[src/rtl/ps2_key_decoder_if.sv]
// PS/2 pin pair plus decoded key outputs, grouped for the decoder and its consumers.
interface ps2_key_decoder_if;
    logic       ps2_clk;
    logic       ps2_dat;
    logic [7:0] scan_code;
    logic       code_valid;
    logic       frame_err;
    logic [4:0] direction;
    logic [4:0] number;

    // Keyboard side (drives the pins, observes decoded results)
    modport master (
        output ps2_clk,
        output ps2_dat,
        input  scan_code,
        input  code_valid,
        input  frame_err,
        input  direction,
        input  number
    );

    // Decoder side
    modport slave (
        input  ps2_clk,
        input  ps2_dat,
        output scan_code,
        output code_valid,
        output frame_err,
        output direction,
        output number
    );
endinterface

[src/rtl/ps2_key_decoder.sv]
// PS/2 keyboard receiver: synchronizes the raw pins, frames 11-bit packets
// with odd parity, and maps arrow / digit make codes onto one-hot outputs.
module ps2_key_decoder #(
    parameter logic [19:0] TIMEOUT_CYCLES = 20'd50000
) (
    input  logic             clk,
    input  logic             reset_n,
    ps2_key_decoder_if.slave bus
);
    localparam int unsigned TMO_W  = 20;
    localparam int unsigned CNT_W  = 3;
    localparam int unsigned BYTE_W = 8;
    localparam int unsigned SEL_W  = 5;

    localparam logic [BYTE_W-1:0] CODE_EXT   = 8'hE0;
    localparam logic [BYTE_W-1:0] CODE_BRK   = 8'hF0;
    localparam logic [BYTE_W-1:0] CODE_UP    = 8'h75;
    localparam logic [BYTE_W-1:0] CODE_LEFT  = 8'h6B;
    localparam logic [BYTE_W-1:0] CODE_DOWN  = 8'h72;
    localparam logic [BYTE_W-1:0] CODE_RIGHT = 8'h74;
    localparam logic [BYTE_W-1:0] CODE_KEY1  = 8'h16;
    localparam logic [BYTE_W-1:0] CODE_KEY2  = 8'h1E;
    localparam logic [BYTE_W-1:0] CODE_KEY3  = 8'h26;

    localparam logic [SEL_W-1:0] SEL_1 = 5'b00010;
    localparam logic [SEL_W-1:0] SEL_2 = 5'b00100;
    localparam logic [SEL_W-1:0] SEL_3 = 5'b01000;
    localparam logic [SEL_W-1:0] SEL_4 = 5'b10000;

    typedef enum logic [1:0] {
        IDLE   = 2'd0,
        DATA   = 2'd1,
        PARITY = 2'd2,
        STOP   = 2'd3
    } state_t;

    state_t              state_q, state_d;
    logic [CNT_W-1:0]    bit_cnt_q, bit_cnt_d;
    logic [BYTE_W-1:0]   shift_q, shift_d;
    logic                parity_q, parity_d;
    logic [TMO_W-1:0]    tmo_q, tmo_d;
    logic                ext_q, ext_d;
    logic                brk_q, brk_d;
    logic [BYTE_W-1:0]   scan_code_q, scan_code_d;
    logic                code_valid_q, code_valid_d;
    logic                frame_err_q, frame_err_d;
    logic [SEL_W-1:0]    direction_q, direction_d;
    logic [SEL_W-1:0]    number_q, number_d;

    logic ps2_clk_meta_q, ps2_clk_sync_q, ps2_clk_prev_q;
    logic ps2_dat_meta_q, ps2_dat_sync_q;
    logic fall_c;

    // Two-flop synchronizers plus one history flop for edge detection; idle-high reset
    always_ff @(posedge clk or negedge reset_n) begin
        if (!reset_n) begin
            ps2_clk_meta_q <= 1'b1;
            ps2_clk_sync_q <= 1'b1;
            ps2_clk_prev_q <= 1'b1;
            ps2_dat_meta_q <= 1'b1;
            ps2_dat_sync_q <= 1'b1;
        end else begin
            ps2_clk_meta_q <= bus.ps2_clk;
            ps2_clk_sync_q <= ps2_clk_meta_q;
            ps2_clk_prev_q <= ps2_clk_sync_q;
            ps2_dat_meta_q <= bus.ps2_dat;
            ps2_dat_sync_q <= ps2_dat_meta_q;
        end
    end

    assign fall_c = ps2_clk_prev_q & ~ps2_clk_sync_q;

    // State and datapath registers
    always_ff @(posedge clk or negedge reset_n) begin
        if (!reset_n) begin
            state_q      <= IDLE;
            bit_cnt_q    <= '0;
            shift_q      <= '0;
            parity_q     <= 1'b0;
            tmo_q        <= '0;
            ext_q        <= 1'b0;
            brk_q        <= 1'b0;
            scan_code_q  <= '0;
            code_valid_q <= 1'b0;
            frame_err_q  <= 1'b0;
            direction_q  <= '0;
            number_q     <= '0;
        end else begin
            state_q      <= state_d;
            bit_cnt_q    <= bit_cnt_d;
            shift_q      <= shift_d;
            parity_q     <= parity_d;
            tmo_q        <= tmo_d;
            ext_q        <= ext_d;
            brk_q        <= brk_d;
            scan_code_q  <= scan_code_d;
            code_valid_q <= code_valid_d;
            frame_err_q  <= frame_err_d;
            direction_q  <= direction_d;
            number_q     <= number_d;
        end
    end

    // Frame FSM, timeout watchdog and key decode
    always_comb begin
        state_d      = state_q;
        bit_cnt_d    = bit_cnt_q;
        shift_d      = shift_q;
        parity_d     = parity_q;
        tmo_d        = tmo_q;
        ext_d        = ext_q;
        brk_d        = brk_q;
        scan_code_d  = scan_code_q;
        code_valid_d = 1'b0;
        frame_err_d  = 1'b0;
        direction_d  = direction_q;
        number_d     = number_q;

        if ((state_q == IDLE) || fall_c) begin
            tmo_d = '0;
        end else begin
            tmo_d = tmo_q + TMO_W'(1);
        end

        case (state_q)
            IDLE: begin
                // A high start bit is line noise, not a frame
                if (fall_c && !ps2_dat_sync_q) begin
                    state_d   = DATA;
                    bit_cnt_d = '0;
                end
            end
            DATA: begin
                if (fall_c) begin
                    shift_d   = {ps2_dat_sync_q, shift_q[BYTE_W-1:1]};
                    bit_cnt_d = bit_cnt_q + CNT_W'(1);
                    if (bit_cnt_q == CNT_W'(BYTE_W - 1)) begin
                        state_d = PARITY;
                    end
                end
            end
            PARITY: begin
                if (fall_c) begin
                    parity_d = ps2_dat_sync_q;
                    state_d  = STOP;
                end
            end
            STOP: begin
                if (fall_c) begin
                    state_d = IDLE;
                    if (ps2_dat_sync_q && (^{shift_q, parity_q})) begin
                        code_valid_d = 1'b1;
                        scan_code_d  = shift_q;
                        if (shift_q == CODE_EXT) begin
                            ext_d = 1'b1;
                        end else if (shift_q == CODE_BRK) begin
                            brk_d = 1'b1;
                        end else begin
                            ext_d = 1'b0;
                            brk_d = 1'b0;
                            // Only make codes move the held selections
                            if (!brk_q) begin
                                case (shift_q)
                                    CODE_UP:    direction_d = SEL_1;
                                    CODE_LEFT:  direction_d = SEL_2;
                                    CODE_DOWN:  direction_d = SEL_3;
                                    CODE_RIGHT: direction_d = SEL_4;
                                    CODE_KEY1:  if (!ext_q) number_d = SEL_1;
                                    CODE_KEY2:  if (!ext_q) number_d = SEL_2;
                                    CODE_KEY3:  if (!ext_q) number_d = SEL_3;
                                    default:    ;
                                endcase
                            end
                        end
                    end else begin
                        frame_err_d = 1'b1;
                    end
                end
            end
            default: state_d = IDLE;
        endcase

        // Abandon a stalled frame; a half-received prefix sequence is no longer trustworthy
        if ((state_q != IDLE) && !fall_c && (tmo_d == TIMEOUT_CYCLES)) begin
            state_d     = IDLE;
            frame_err_d = 1'b1;
            ext_d       = 1'b0;
            brk_d       = 1'b0;
        end
    end

    assign bus.scan_code  = scan_code_q;
    assign bus.code_valid = code_valid_q;
    assign bus.frame_err  = frame_err_q;
    assign bus.direction  = direction_q;
    assign bus.number     = number_q;

endmodule
[src/flat_wrapper.sv]
// flat-port wrapper written by rule: the top's interface ports become plain ports
module ps2_key_decoder_flat 
#(
    parameter logic [19:0] TIMEOUT_CYCLES = 20'd50000
)
  (clk, reset_n, bus_ps2_clk, bus_ps2_dat, bus_scan_code, bus_code_valid, bus_frame_err, bus_direction, bus_number);
  ps2_key_decoder_if bus_i ();
  input  logic clk;
  input  logic reset_n;
  input wire logic [$bits(bus_i.ps2_clk)-1:0] bus_ps2_clk;
  input wire logic [$bits(bus_i.ps2_dat)-1:0] bus_ps2_dat;
  output wire logic [$bits(bus_i.scan_code)-1:0] bus_scan_code;
  output wire logic [$bits(bus_i.code_valid)-1:0] bus_code_valid;
  output wire logic [$bits(bus_i.frame_err)-1:0] bus_frame_err;
  output wire logic [$bits(bus_i.direction)-1:0] bus_direction;
  output wire logic [$bits(bus_i.number)-1:0] bus_number;
  assign bus_i.ps2_clk = bus_ps2_clk;
  assign bus_i.ps2_dat = bus_ps2_dat;
  assign bus_scan_code = bus_i.scan_code;
  assign bus_code_valid = bus_i.code_valid;
  assign bus_frame_err = bus_i.frame_err;
  assign bus_direction = bus_i.direction;
  assign bus_number = bus_i.number;
  ps2_key_decoder #(.TIMEOUT_CYCLES(TIMEOUT_CYCLES)) u_core (.clk(clk), .reset_n(reset_n), .bus(bus_i));
endmodule
[config.mk]
export PLATFORM = sky130hd
export DESIGN_NAME = ps2_key_decoder_flat
export DESIGN_NICKNAME = d
export VERILOG_FILES = /design/src/rtl/ps2_key_decoder_if.sv /design/src/rtl/ps2_key_decoder.sv /design/src/flat_wrapper.sv
export SDC_FILE = /design/constraint.sdc
export NUM_CORES = 1
export LEC_CHECK = 0
export CAP_MARGIN = 15
export CELL_PAD_IN_SITES_DETAIL_PLACEMENT = 1
export CELL_PAD_IN_SITES_GLOBAL_PLACEMENT = 2
export CORE_ASPECT_RATIO = 0.9
export CORE_MARGIN = 2
export CORE_UTILIZATION = 30
export DETAILED_ROUTE_END_ITERATION = 8
export DONT_BUFFER_PORTS = 1
export GPL_TIMING_DRIVEN = 0
export HOLD_SLACK_MARGIN = 0.06
export PLACE_DENSITY = 0.59
export SYNTH_ARGS = -nofsm -noshare
export SYNTH_HDL_FRONTEND = slang
export SYNTH_SLANG_ARGS = --single-unit
[constraint.sdc]
create_clock -name clk -period 2.5 [get_ports clk]
set_input_delay 0.5 -clock clk [delete_from_list [all_inputs] [get_ports clk]]
set_output_delay 0.5 -clock clk [all_outputs]
set_load 0.02 [all_outputs]
==> results of run 1 <==
[cell usage in the layout (no fill, tap or decap), types with 3 or more instances in the layout]
cell type  count
xor2_1         7
a22o_1         3
nor3_1         8
nand3_1        8
nand4_1        5
buf_6          3
conb_1         3
clkbuf_1       7
or3_1          3
dfstp_2        5
xnor2_1       15
xnor2_2        3
inv_1          9
clkinv_2       3
buf_4         21
a21oi_1        8
o21ai_0        8
mux2i_1        6
nor2b_1        4
clkbuf_8      11
mux2_2        16
nor2_1        34
dfrtp_2        4
ha_1           7
nand2_1       25
nand2b_1       3
dfrtp_1       49
and3_1         5
[repair_timing]
item | 4_1_cts | 5_1_grt
endpoints found under the setup margin | 19 | 11
hold endpoints to repair | 58 | 0
pin swaps | 6 | 11
hold buffers | 2 | 0
buffers inserted | 7 | 10
gates resized for setup | 19 | 16
[cell type report]
| cell class | instances | area share (%) |
|---|---|---|
| plain buffers | 14 | 2.44 |
| clock buffers | 13 | 4.36 |
| clock inverters | 3 | 0.412 |
| inverters | 9 | 0.927 |
| multi-input cells | 210 | 42.8 |
| flip-flops and latches | 58 | 40.1 |
| well taps | 126 | 4.33 |
| repair buffers | 19 | 4.64 |
[stage by stage]
stage	utilization (%)	instance area, sq um	setup TNS [ns]	hold slack [ns]
5_1_grt	37.6	3640	-0.0277	0.129
4_1_cts	36.1	3500	0	0.129
6_report	37.6	3640	0	0.155
2_1_floorplan	-	3000	0	0.204
3_3_place_gp	32.5	3150	-5.32	0.206
3_5_place_dp	32.5	3150	-5.11	0.206
[per-layer routing]
metal	part of all wire [%]	track usage, %	wire (microns)	vias to the layer above
li1	-	-	-	1059
met1	52	21.6	3860	1078
met2	42	20.3	3120	29
met3	3.6	4.30	266	9
met4	1.6	5.55	115	0
met5	0	0	0	-
[worst max path at each step]
stage / start / endpoint / slack (ns) / cells after the start
after floorplan: u_core.tmo_q[0]$_DFF_PN0_ / u_core.brk_q$_DFFE_PN0P_ / 0.18 / 8
after global placement: u_core.tmo_q[0]$_DFF_PN0_ / u_core.brk_q$_DFFE_PN0P_ / -0.62 / 8
after detailed placement: u_core.tmo_q[0]$_DFF_PN0_ / u_core.brk_q$_DFFE_PN0P_ / -0.61 / 8
after CTS: u_core.tmo_q[0]$_DFF_PN0_ / u_core.state_q[0]$_DFFE_PN0P_ / 0.007 / 9
after global routing: u_core.tmo_q[8]$_DFF_PN0_ / u_core.state_q[0]$_DFFE_PN0P_ / -0.03 / 11
final: u_core.shift_q[6]$_DFFE_PN0P_ / u_core.bus.number[2]$_DFFE_PN0P_ / 0.14 / 7
[power groups by stage]
stage / Combinational, mW / Clock, mW / Sequential [mW]
final: 1.23 / 0.792 / 1.36
after CTS: 1.10 / 0.830 / 1.36
after global placement: 0.978 / 0 / 1.35
after global routing: 1.39 / 0.863 / 1.39
after floorplan: 0.797 / 0 / 1.30
after detailed placement: 0.989 / 0 / 1.36
[cells by family (layout without fill, tap and decap cells)]
family | after synthesis | count (layout) | synth area share [%]
and+or+nand+nor | 120 | 120 | 20.7
DFF | 58 | 58 | 48.8
AOI/OAI and AO/OA | 28 | 28 | 5.90
xor gates and xnor gates | 27 | 27 | 8.62
muxes | 24 | 24 | 8.79
buffers and inverters | 24 | 58 | 3.73
adders and majority gates | 8 | 8 | 3.35
other | 1 | 3 | 0.125
[sequential cells by signal (all words and copies together) (netlist names)]
signal / count
u_core.state_q: 2
u_core.ps2_clk_sync_q: 1
u_core.brk_q: 1
u_core.bus.code_valid: 1
u_core.shift_q: 8
u_core.tmo_q: 20
u_core.ps2_dat_sync_q: 1
u_core.bus.direction: 4
u_core.bit_cnt_q: 3
u_core.bus.number: 3
u_core.ext_q: 1
u_core.ps2_clk_prev_q: 1
u_core.parity_q: 1
u_core.bus.frame_err: 1
u_core.bus.scan_code: 8
u_core.ps2_dat_meta_q: 1
u_core.ps2_clk_meta_q: 1
==> key figures, run 1 <==
Yosys
  – Synth warnings: 0
  – Synth cell types: 48
  – Post-synth EDFFs: 0
  – Most frequent cells after synthesis: 53 x dfrtp_1, 35 x nor2_1, 26 x nand2_1, 18 x xnor2_1, 16 x mux2_2
  – Synth Register Bits: 58
  – Synth area leaders: dfrtp_1 44%, mux2_2 6.0%, xnor2_1 5.3%, dfstp_2 4.4%, nor2_1 4.4%
  – Post-synthesis sequential area ratio: 48.8%
  – Dominant cell type by area after synthesis: dfrtp_1
  – Post-synth top flop: dfrtp_1
  – Syn Inst Count: 290
  – Cell area after synthesis: 0.00299 sq mm
  – Post-synth top area share: 44.4%
  – FFs w/ async S/R, synth: 100%
  – Average footprint of a synthesized cell: 10.3 sq um
  – Most common cell in the synthesized netlist: dfrtp_1

Power and ir drop
  – Seq pwr share: 40.1%
  – Internal: 2.15 mW
  – Clock Power Share: 23.4%
  – Combinational fraction of design power: 36.5%
  – Max IR drop VDD: 0.000380 V
  – NetSw: 1.24 mW
  – Final Power: 3.38 mW
  – Switching power share of the total: 36.5%
  – Leak pwr: 1.63 nW
  – Power Density: 929 mW/mm^2

Final layout
  – Register Area: 0.00146 sq mm
  – Multi-input gate area: 0.00156 sq mm
  – Nets: 333
  – Final non-filler cell total: 452
  – Fillcell total: 1088
  – # diodes: 0
  – Syn-to-layout area delta: 21.9%
  – Share of cells above drive strength 1: 26.7%

Drt
  – WL final: 7360 microns
  – DRC: 0
  – Post-route antenna net violation count: 0
  – Drt wl/cell: 16.3 microns
  – DR vias: 2175
  – Detail-routed via count per cell: 4.81
  – Drt pass-1 iters: 4
  – Starting DRT DRC Count: 37

STA
  – Final hold violation count: 0
  – Endpoints failing setup: 0
  – Slew @ Worst Pin: 0.627 ns
  – Slew HR: 57.8%
  – Minimum clock period: 2.36 ns
  – Final period utilization: 94.4%
  – Final Max Tran Viols: 0
  – Fmax: 424 MHz
  – Clock skew: 0.0126 ns
  – Final WS setup: 0.141 ns

Worst setup path
  – Worst Path Required: 2.73 ns
  – CP Max Fanout: 7
  – Setup CP Type: register to register
  – CP delay by family, top: simple AND/OR/NAND/NOR gates
  – CP endpoint kind: register
  – Slowest library cell on the worst path: dfrtp_1
  – FF-to-FF End: u_core.bus.number[2]$_DFFE_PN0P_
  – Crit start category: register
  – Delay of the slowest critical-path stage: 0.54 ns
  – R2r startpoint: u_core.shift_q[6]$_DFFE_PN0P_
  – Buf/Inv on CP: 0
  – Worst R2R Path Depth: 7
  – R2r setup slk: 0.14 ns
  – Crit-path cells: xnor2_4 -> xnor3_1 -> xnor2_2 -> and4_4 -> nor3b_4 -> nand2_1 -> mux2_2
  – Crit path DAT: 2.59 ns

Place
  – Placed cell count: 418
  – Port Buf Inserts: 0
  – HPWL Detailed: 4690 microns
  – Pre-CTS setup slack: -0.614 ns
  – RePlAce Congestion: 0.726

Die
  – Height of the die: 98.7 microns
  – Starting Density: 30.8%
  – Io pins: 24
  – DIE WIDTH: 109 microns
  – Core ar.: 0.00970 sq mm
  – DIE AREA: 0.0108 sq mm
  – # rows: 34

Clocking
  – CTS tree: yes
  – CTS Buf Count: 9
  – Clock latency at the later pin of the worst-skew pair: 0.34 ns
  – Root Buffer: clkbuf_8
  – H-tree levels: 3
  – Clk slew on worst S/H paths: 0.07 ns
  – CTS max path bufs: 2
  – CTS sink cnt: 58

Hold path
  – Hold_sp: bus_ps2_dat
  – Hold depth: 0
  – Hold Crit Class: primary input to register
  – Hold Path End: u_core.ps2_dat_meta_q$_DFF_PN1_

Run status
  – Status: completed

Global routing
  – GRT overflow: 0
  – Largest net degree at the start of global routing: 59
  – First-pass GRT wire length: 12000 microns
  – Initial antenna violation count: 0
  – GRT Total Usage: 14.7%
  – Number of global-route vias before repair: 2194

Run
  – Max Cap Violations: 0
No activity file was read; power rests on OpenSTA's default activity.
==> inputs of run 2 (changes only) <==
--- a/config.mk
+++ b/config.mk
@@ -8,14 +8,14 @@
 export CAP_MARGIN = 15
 export CELL_PAD_IN_SITES_DETAIL_PLACEMENT = 1
 export CELL_PAD_IN_SITES_GLOBAL_PLACEMENT = 2
-export CORE_ASPECT_RATIO = 0.9
-export CORE_MARGIN = 2
-export CORE_UTILIZATION = 30
+export CORE_ASPECT_RATIO = 2
+export CORE_MARGIN = 10
+export CORE_UTILIZATION = 37
 export DETAILED_ROUTE_END_ITERATION = 8
 export DONT_BUFFER_PORTS = 1
 export GPL_TIMING_DRIVEN = 0
 export HOLD_SLACK_MARGIN = 0.06
-export PLACE_DENSITY = 0.59
+export PLACE_DENSITY = 0.71
 export SYNTH_ARGS = -nofsm -noshare
 export SYNTH_HDL_FRONTEND = slang
 export SYNTH_SLANG_ARGS = --single-unit
==> run 2 against run 1 <==
Compared with the run above: non-clock buffer count is the same; global-route usage shrank 2.2 points; die area grew 14%; largest cell class unchanged.
==> key figures, run 2 (same netlist as run 1, synthesis figures left out) <==
Hold path
  – Hold Crit Class: primary input to register (unchanged)

Worst setup path
  – Delay of the slowest critical-path stage: 0.45 ns (was 0.54 ns)
  – CP Max Fanout: 5 (was 7)
  – Slowest library cell on the worst path: or4_1 (was dfrtp_1)
  – Cell mode on critical path: nor4_4
  – Worst Path Required: 2.69 ns (was 2.73 ns)
  – Crit path DAT: 2.56 ns (was 2.59 ns)
  – CP endpoint kind: register (unchanged)
  – Setup CP Type: register to register (unchanged)
  – Crit start category: register (unchanged)
  – Crit-path cells: buf_4 -> nand4_1 -> nor4_4 -> xnor2_1 -> a21oi_1 -> or4_1 -> nor4_4 -> buf_6 -> a211oi_1 (was xnor2_4 -> xnor3_1 -> xnor2_2 -> and4_4 -> nor3b_4 -> nand2_1 -> mux2_2)

Drt
  – Post-route antenna net violation count: 0 (unchanged)
  – Starting DRT DRC Count: 61 (was 37)
  – DR vias: 2227 (was 2175)
  – Drt wl/cell: 17.7 microns (was 16.3 microns)
  – Drt pass-1 iters: 4 (unchanged)
  – Detail-routed via count per cell: 5.28 (was 4.81)
  – DRC: 0 (unchanged)
  – WL final: 7470 microns (was 7360 microns)

STA
  – Final WS setup: 0.127 ns (was 0.141 ns)
  – Final Max Tran Viols: 0 (unchanged)
  – RSZ-0062 raised after global routing: false
  – Endpoints failing setup: 0 (unchanged)
  – Slew HR: 61.7% (was 57.8%)
  – Fmax: 421 MHz (was 424 MHz)
  – Final hold violation count: 0 (unchanged)
  – Slew @ Worst Pin: 0.569 ns (was 0.627 ns)
  – Minimum clock period: 2.37 ns (was 2.36 ns)
  – Final period utilization: 94.9% (was 94.4%)
  – Final Hold Slack: 0.169 ns (was 0.155 ns)
  – Clock skew: 0.00329 ns (was 0.0126 ns)

Final layout
  – Max reg flops: 20 (unchanged)
  – Most frequent cells in the layout: 49 x dfrtp_1, 34 x nor2_1, 25 x nand2_1 (unchanged)
  – Nets: 333 (unchanged)
  – Final instance area: 0.00376 sq mm (was 0.00364 sq mm)
  – Register with the most flip-flops: u_core.tmo_q (unchanged)
  – Share of cells above drive strength 1: 26.4% (was 26.7%)
  – # diodes: 0 (unchanged)
  – Syn-to-layout area delta: 25.8% (was 21.9%)
  – Commonest non-fill, non-tap cell in the layout: dfrtp_1 (unchanged)

Global routing
  – Number of global-route vias before repair: 2371 (was 2194)
  – Initial antenna violation count: 0 (unchanged)
  – GR Util met1: 11.9% (was 21.6%)
  – GR Util met2: 23.9% (was 20.3%)
  – GRT overflow: 0 (unchanged)
  – Grt met3 use: 2.93% (was 4.30%)
  – Busiest layer in global routing: met2 (was met1)
  – First-pass GRT wire length: 12300 microns (was 12000 microns)
  – GRT Total Usage: 12.5% (was 14.7%)
  – Largest net degree at the start of global routing: 59 (unchanged)

Die
  – # rows: 46 (was 34)
  – DIE WIDTH: 83.6 microns (was 109 microns)
  – DIE AREA: 0.0123 sq mm (was 0.0108 sq mm)
  – Io pins: 24 (unchanged)
  – Height of the die: 147 microns (was 98.7 microns)
  – Starting Density: 37.9% (was 30.8%)
  – Core ar.: 0.00789 sq mm (was 0.00970 sq mm)

Place
  – HPWL Detailed: 5260 microns (was 4690 microns)
  – Pre-CTS setup slack: -0.729 ns (was -0.614 ns)
  – Post-DP Area: 0.00312 sq mm (was 0.00315 sq mm)
  – Port Buf Inserts: 0 (unchanged)
  – RePlAce Congestion: 0.772 (was 0.726)

Power and ir drop
  – Combinational fraction of design power: 30.3% (was 36.5%)
  – Max IR drop VDD: 0.000527 V (was 0.000380 V)
  – Power Density: 1070 mW/mm^2 (was 929 mW/mm^2)
  – Leak pwr: 1.72 nW (was 1.63 nW)
  – Final Power: 4.03 mW (was 3.38 mW)
  – Seq pwr share: 33.8% (was 40.1%)
  – Internal: 2.76 mW (was 2.15 mW)
  – Switching power share of the total: 31.5% (was 36.5%)
  – NetSw: 1.27 mW (was 1.24 mW)
  – Clock Power Share: 35.9% (was 23.4%)

Clocking
  – Clock latency at the later pin of the worst-skew pair: 0.33 ns (was 0.34 ns)
  – CTS max path bufs: 2 (unchanged)
  – CTS tree: yes (unchanged)
  – CTS sink cnt: 58 (unchanged)
  – H-tree levels: 3 (unchanged)
  – Clk slew on worst S/H paths: 0.05 ns (was 0.07 ns)
  – CTS Buf Count: 9 (unchanged)
  – Root Buffer: clkbuf_16 (was clkbuf_8)

Run
  – Max Cap Violations: 0 (unchanged)

Run status
  – Status: completed (unchanged)
## run 2: changes by cell type in the layout (fill, tap and decap cells not counted), moves of 2 or more
cell,before,now
clkbuf_16,0,9
clkbuf_8,11,2
bufinv_16,0,3
buf_6,3,1
clkbuf_1,7,5
mux2_1,0,2
mux2_4,2,0
## run 2: layout make-up
type,count,area (sq um)
Sequential cell,58,1460
Tap cell,96,120
Buffer,14,78.8
Clock inverter,5,100
Inverter,9,33.8
Clock buffer,11,253
Timing Repair Buffer,19,169
Fill cell,872,4130
Multi-Input combinational cell,210,1540
## run 2: path summary, 6_finish.rpt
| path | start | endpoint | slack (ns) | cells past startpoint |
|---|---|---|---|---|
| worst min register to register | u_core.ps2_dat_meta_q$_DFF_PN1_ | u_core.ps2_dat_sync_q$_DFF_PN1_ | 0.36 | 0 |
| max in group asynchronous | reset_n | u_core.ps2_clk_sync_q$_DFF_PN1_ | 1.49 | 2 |
| worst max register to register | u_core.tmo_q[0]$_DFF_PN0_ | u_core.state_q[0]$_DFFE_PN0P_ | 0.13 | 9 |
| worst min-delay path | bus_ps2_clk | u_core.ps2_clk_meta_q$_DFF_PN1_ | 0.17 | 0 |
| worst max-delay path | u_core.tmo_q[0]$_DFF_PN0_ | u_core.state_q[0]$_DFFE_PN0P_ | 0.13 | 9 |
| min in group asynchronous | reset_n | u_core.bit_cnt_q[2]$_DFFE_PN0P_ | 0.70 | 2 |
## run 2: timing repair
item                                    4_1_cts  5_1_grt
buffers inserted                              8        9
resized for setup                            16       13
endpoints found under the setup margin       19       10
pin swaps                                     4        8
hold buffers                                  2        0
hold endpoints to repair                     58        0
## run 2: power groups by stage
stage | sequential, mW | clock, mW | combinational, mW
floorplan | 1.30 | 0 | 0.797
global placement | 1.37 | 0 | 0.965
detailed placement | 1.37 | 0 | 0.993
CTS | 1.37 | 1.48 | 1.10
global route | 1.39 | 1.53 | 1.38
finish | 1.36 | 1.44 | 1.22
## run 2: critical path, delay by kind of cell (launching register included)
| family | cells | cell delay (ns) |
|---|---|---|
| AND/OR/NAND/NOR | 4 | 1.17 |
| flip-flops | 1 | 0.43 |
| buffers and inverters | 2 | 0.30 |
| XOR/XNOR | 1 | 0.18 |
| AO/OA/AOI/OAI | 2 | 0.15 |
## run 2: per-layer routing
metal  vias up  share of wire, %
met3        16               3.0
met1      1128                36
li1       1052                 -
met2        31                58
met5         -                 0
met4         0               3.4
## run 2: through the flow
stage	std cells	setup TNS, ns	util (%)
3_5_place_dp	388	-4.99	39.5
2_1_floorplan	292	0	-
5_1_grt	422	0	47.7
6_report	422	0	47.7
3_3_place_gp	388	-4.57	39.5
4_1_cts	413	0	46.0
